[src/rtl/half_adder.sv]
// ---------------------------------------------------------------------------
// half_adder
// Multi-lane 1-bit half adder (Q = A ^ B, Co = A & B per lane) with a
// saturating carry-event counter for debug/coverage.
//
// Parameters:
//   WIDTH      number of independent lanes (>= 1)
//   REGISTERED 1: Q/Co/out_valid registered, 1-cycle latency
//              0: Q/Co follow A/B combinationally, out_valid = in_valid
//   CNT_W      width of carry_cnt (>= 1)
//
// Ports:
//   clk        rising-edge clock
//   rst_n      asynchronous active-low reset
//   in_valid   input beat qualifier (no backpressure)
//   A, B       operands, one bit per lane
//   Q, Co      per-lane sum / carry
//   out_valid  Q/Co hold a valid result
//   cnt_clr    synchronous clear of carry_cnt (wins over increment)
//   carry_cnt  accepted beats with at least one lane carry, saturating
// ---------------------------------------------------------------------------
module half_adder #(
  parameter int unsigned WIDTH      = 1,
  parameter int unsigned REGISTERED = 1,
  parameter int unsigned CNT_W      = 16
) (
  input  logic             clk,
  input  logic             rst_n,
  input  logic             in_valid,
  input  logic [WIDTH-1:0] A,
  input  logic [WIDTH-1:0] B,
  output logic [WIDTH-1:0] Q,
  output logic [WIDTH-1:0] Co,
  output logic             out_valid,
  input  logic             cnt_clr,
  output logic [CNT_W-1:0] carry_cnt
);

  localparam logic [CNT_W-1:0] CNT_MAX = {CNT_W{1'b1}};

  logic [WIDTH-1:0] sum_c;
  logic [WIDTH-1:0] carry_c;
  logic             any_carry_c;
  logic [CNT_W-1:0] cnt_q;

  // Lane arithmetic; lanes never interact.
  assign sum_c       = A ^ B;
  assign carry_c     = A & B;
  assign any_carry_c = |carry_c;

  // Carry-event counter: always registered, saturates instead of wrapping.
  always_ff @(posedge clk or negedge rst_n) begin
    if (!rst_n) begin
      cnt_q <= '0;
    end else if (cnt_clr) begin
      cnt_q <= '0;
    end else if (in_valid && any_carry_c && (cnt_q != CNT_MAX)) begin
      cnt_q <= cnt_q + CNT_W'(1);
    end
  end

  assign carry_cnt = cnt_q;

  generate
    if (REGISTERED != 0) begin : g_reg
      logic [WIDTH-1:0] q_r;
      logic [WIDTH-1:0] co_r;
      logic             vld_r;

      // Result register: loads on accepted beats, holds across bubbles.
      always_ff @(posedge clk or negedge rst_n) begin
        if (!rst_n) begin
          q_r   <= '0;
          co_r  <= '0;
          vld_r <= 1'b0;
        end else begin
          vld_r <= in_valid;
          if (in_valid) begin
            q_r  <= sum_c;
            co_r <= carry_c;
          end
        end
      end

      assign Q         = q_r;
      assign Co        = co_r;
      assign out_valid = vld_r;
    end else begin : g_comb
      // Q/Co stay live even in reset; only the qualifier is forced low.
      assign Q         = sum_c;
      assign Co        = carry_c;
      assign out_valid = in_valid & rst_n;
    end
  endgenerate

endmodule

[config.mk]
export PLATFORM = sky130hd
export DESIGN_NAME = half_adder
export DESIGN_NICKNAME = d
export VERILOG_FILES = /design/src/rtl/half_adder.sv
export SDC_FILE = /design/constraint.sdc
export NUM_CORES = 1
export LEC_CHECK = 0
export CORE_MARGIN = 5
export CORE_UTILIZATION = 50
export CTS_BUF_LIST = sky130_fd_sc_hd__clkbuf_4 sky130_fd_sc_hd__clkbuf_8 sky130_fd_sc_hd__clkbuf_16
export CTS_CLUSTER_DIAMETER = 50
export DETAILED_ROUTE_END_ITERATION = 8
export PLACE_DENSITY = 0.82
export SETUP_SLACK_MARGIN = 0.05
export SLEW_MARGIN = 20
export SYNTH_ARGS = -nofsm -noshare
export SYNTH_HDL_FRONTEND = slang
export SYNTH_SLANG_ARGS = --single-unit
[constraint.sdc]
create_clock -name clk -period 5.9 [get_ports clk]
set_clock_uncertainty 0.15 [all_clocks]
set_input_delay 1.18 -clock clk [delete_from_list [all_inputs] [get_ports clk]]
set_output_delay 1.18 -clock clk [all_outputs]
set_load 0.03 [all_outputs]
**After elaboration in Yosys (flattened, before gate mapping)**

Cells that the tools add are included.

- Add/subtract/negate cells: 1
- Equal/unequal tests: 1
- Mux-type cells: 2
- Bitwise operators: 2
- Reduce and logical (&&, ||, !) cells: 3

Operator list:

| kind | count |
|---|---|
| $mux 16 | 2 |
| $add 16x1->16 const B | 1 |
| $ne 16x16->1 const B | 1 |
| $logic_and 1x1->1 | 2 |
| $reduce_bool 2->1 | 1 |
| $and 1x1->1 | 1 |
| $xor 1x1->1 | 1 |

- Register bits: 19
- Bits of input ports: 6
- Output and inout bits: 19
- Word-level logic and storage cells: 13

**Depth between registers and ports, before layout**

- Depth after elaboration: 5
- Gate-level depth with buffers: 6

**Least setup slack after synthesis**

OpenSTA, ideal clock, no wires.

- Kind: input port to flip-flop
- Start point: input A
- End point: register cnt_q[3], in the netlist carry_cnt[3]
- Setup time: 0.078 ns
- Data arrival time: 2.377 ns
- Setup slack: 3.295 ns
- Cell stages on the path: 6
- Path through: ha_1 and2_1 nand4_1 clkbuf_1 or3_2 a21oi_1

- Word-level cells in the longest chain between the ends: 4

RTL lines:

| item | line | RTL |
|---|---|---|
| start, declared | 30 | `input logic [WIDTH-1:0] A,` |
| $and 1x1->1 | 48 | `assign carry_c = A & B;` |
| $logic_and 1x1->1 (2 in a row) | 57 | `end else if (in_valid && any_carry_c && (cnt_q != CNT_MAX)) begin` |
| $reduce_bool 2->1 (no source line) | n/a |  |
| end signal, assigned | 58 | `cnt_q <= cnt_q + CNT_W'(1);` |
| end, declared | 44 | `logic [CNT_W-1:0] cnt_q;` |

No other way between the ends.
A chain may end at the register's enable or synchronous reset.

**Worst setup path in the final report**

- Start point: input A
- End point: register cnt_q[15], in the netlist carry_cnt[15]

- Word-level cells in the longest chain between the ends: 4

RTL lines:

| item | line | RTL |
|---|---|---|
| $and 1x1->1 | 48 |  |
| named net any_carry_c | 43 | `logic any_carry_c;` |
| $logic_and 1x1->1 (2 in a row) | 57 |  |
| $reduce_bool 2->1 (no source line) | n/a |  |

The timed path passes the listed nets, and every way through them passes these cells.

==> results.md <==
STA:
- The worst hold slack is 376 ps.
- The number of pins with negative max-slew slack in the final report was 0.
- For the finished layout, the period the worst path requires is 3120 ps.
- Measured against its own limit, the worst slew margin works out to 44.3%.
- Setup repair after global routing left no endpoint under its margin.
- The count of endpoints failing hold in the final timing report is 0.
- The final critical path takes up 52.9% of the cycle.
- The actual transition at the worst max-transition pin is 833 ps.
- Setup violations remaining at the end of the flow were counted as 0.
- The peak clock frequency supported by timing is 0.320 GHz.
- The post-route setup TNS is 0 ps.

CTS:
- The number of buffers inserted during clock tree synthesis is 3.
- The CTS sink count is 19.
- The later pin in the worst-skew pair is clocked with a latency of 310 ps.
- The clock-pin slew on the worst setup and hold paths is 120 ps.
- TritonCTS built the clock tree.
- The number of hold buffers added after cts is 0.
- The root buffer cell chosen for the clock tree is sky130_fd_sc_hd__clkbuf_4.
- The number of buffers between clock root and the deepest sink is 2.
- The post-cts resize count is 0.
- The maximum level of the CTS H-tree is 1.
- The total setup buffers inserted after CTS is 0.

Logic synthesis:
- The sequential area share after synthesis is 45.0%.
- In the synthesized netlist the dominant register cell turns out to be sky130_fd_sc_hd__dfrtp_1.
- The synthesized design contains 19 register bits.
- The gate count after technology mapping is 108.
- Counting flops with a built-in enable in the synthesized netlist gives 0.
- For this run, asynchronously set or reset flops after synthesis account for 100%.
- The synthesized net count is 116.
- After synthesis, the mean cell area works out to 9.79 um2.
- For this run, the number of Yosys warnings is 0.
- The mapped netlist covers 1060 um2.
- The netlist uses 33 different library cells.

Global route:
- The total track usage is 16.4%.
- Entering global routing, the biggest net connects 20 pins.
- The first global-routing pass estimated 4160 um of wire.
- The initial antenna violation count is 0.
- The via count of the first global-routing pass is 865.
- The global route total overflow is 0.

Floorplanning:
- From bottom edge to top edge, the die measures 56.0 um.
- The die is 56.0 um wide.
- The core region area is 1980 um2.
- The die covers 3130 um2.
- The number of standard-cell rows in the floorplan is 16.
- For this design the top-level I/O count stands at 25.
- The initial core utilization is 53.3%.

Layout:
- At the end of the flow the core is filled with cells to 67.7%.
- The final layout contains 141 nets.
- In the final layout, the share of cells above drive strength 1 is 8.33%.
- After routing the design area is 1340 um2.
- The number of diodes is 0.
- The area added between synthesis and finish is 27.0%.

Worst setup path:
- Of all nets on the critical path, the largest fanout is 14.
- The slowest stage of the critical path is the sky130_fd_sc_hd__or4_1 cell.
- Walking the worst path, the cells encountered are clkdlybuf4s50_1 > ha_1 > and2_1 > nand4_1 > or4_1 > a21oi_1.
- The worst reg2reg path depth is 4.
- The critical path capture point type is a register.
- The critical path launch point type is a primary input.
- The largest single stage delay on the critical path is 620 ps.
- The arrival time of data at the critical path endpoint is 3200 ps.
- The critical path in this run is classified as in2reg.
- The required time of the worst setup path is 5980 ps.

Hold path:
- The type of the most critical hold path is reg2reg.
- The cell depth of the worst min-delay path is 1.

Route:
- After detailed routing, the number of remaining DRC violations is 0.
- Wires add up to 2450 um.
- Across all layers, the routed design uses 974 vias.
- Before antenna repair, the detailed router went through 4 iterations.
- After the first detailed-routing iteration, the DRC count stood at 12.
- The detail route stage leaves a number of antenna-violating nets equal to 0.
- The average wire length per cell after detail routing is 15.4 um.
- After detailed routing, the number of vias per cell comes to 6.13.

Pwr:
- The total power is 224 uW.
- The analysis attributes to cell leakage a power of 0.000506 uW.
- The power density relative to cell area is 167 nW/um2.
- The largest vdd supply drop is 0.127 mV.

Run:
- The number of max-cap violations is 0.

Placed design:
- The HPWL after detailed placement is 1720 um.
- The placer's final routability congestion estimate is 0.873.
- The placed instances occupy a cell area of 1320 um2.
- The number of I/O port buffers is 24.

Run status:
- The flow ran to the end, and the final reports show no timing, DRC or antenna violations.
## flip-flops by register name, indices dropped and copies added (netlist names)
register,count
Co,1
Q,1
carry_cnt,16
out_valid,1
## cell usage after synthesis (2+ instances only)
cell type                  number  area share, %
sky130_fd_sc_hd__nor4_1         3            1.8
sky130_fd_sc_hd__ha_1           2            2.4
sky130_fd_sc_hd__nor2_1         3            1.1
sky130_fd_sc_hd__nor2b_1        2            1.2
sky130_fd_sc_hd__dfrtp_1       19             45
sky130_fd_sc_hd__nand3_1        4            1.9
sky130_fd_sc_hd__o31ai_1        8            5.7
sky130_fd_sc_hd__o21ai_0        6            2.8
sky130_fd_sc_hd__clkbuf_1       2           0.71
sky130_fd_sc_hd__nand4_1        4            2.4
sky130_fd_sc_hd__nand2_1        7            2.5
sky130_fd_sc_hd__inv_1          4            1.4
sky130_fd_sc_hd__or3_1          4            2.4
sky130_fd_sc_hd__a21oi_1       14            6.6
sky130_fd_sc_hd__or4_1          8            5.7
## stage by stage
step | worst slack [ps] | instances
after floorplan | 3300 | 108
after global placement | 2600 | 155
after detailed placement | 2480 | 155
after CTS | 2810 | 159
after global routing | 2600 | 159
final | 2780 | 159
## kinds of logic after synthesis
kind of cell,Yosys count,share of synthesized area [%]
buffers and inverters,8,2.96
AND/OR/NAND/NOR,47,30.7
flip-flops,19,45.0
adder cells (fa/ha/maj),2,2.37
AO/OA/AOI/OAI,29,16.0
multiplexers,3,3.08
## area by class of cell
type	count	area (um2)
clock buffers	3	22.5
repair buffers	24	240
clock inverters	1	5.00
inverters	4	15.0
multi-input cells	81	551
fillers	155	639
well taps	27	33.8
flip-flops and latches	19	475
## cell usage in the layout, fill, tap and decap left out, types with 4 or more instances in the layout
cell,netlist,final
sky130_fd_sc_hd__clkdlybuf4s50_1,0,24
sky130_fd_sc_hd__nand3_1,4,4
sky130_fd_sc_hd__dfrtp_1,19,19
sky130_fd_sc_hd__a21oi_1,14,14
sky130_fd_sc_hd__o31ai_1,8,8
sky130_fd_sc_hd__inv_1,4,4
sky130_fd_sc_hd__or3_1,4,4
sky130_fd_sc_hd__or4_1,8,8
sky130_fd_sc_hd__nand2_1,7,7
sky130_fd_sc_hd__o21ai_0,6,6
sky130_fd_sc_hd__nand4_1,4,4
## final timing paths
check	from	endpoint	slack, ps
min	Q	Q	380
max reg2reg	carry_cnt[3]	carry_cnt[10]	3660
max in group asynchronous	rst_n	out_valid	3890
min reg2reg	Q	Q	380
min in group asynchronous	rst_n	carry_cnt[3]	1190
max	A	carry_cnt[15]	2780
## power by group
| group | total, uW | switching (uW) | internal, uW | leakage, uW |
|---|---|---|---|---|
| combinational | 21.8 | 12.9 | 8.89 | 0.000229 |
| clock | 68.2 | 42.9 | 25.3 | 0.0000177 |
| sequential | 134 | 1.33 | 132 | 0.000260 |
## critical path: cells and delay by family
| kind | cells | cell delay (ps) |
|---|---|---|
| fa+ha+maj | 1 | 200 |
| simple gates | 3 | 1200 |
| compound gates | 1 | 160 |
| buf+inv | 1 | 460 |
## layer usage
| layer | GRT usage, % | routed length [um] | vias up |
|---|---|---|---|
| met5 | 0 | 0 | - |
| met4 | 4.75 | 20 | 0 |
| met3 | 3.94 | 154 | 3 |
| met2 | 25.7 | 1160 | 27 |
| met1 | 22.3 | 1110 | 472 |
| li1 | - | - | 472 |
No activity file was read; power rests on OpenSTA's default activity.
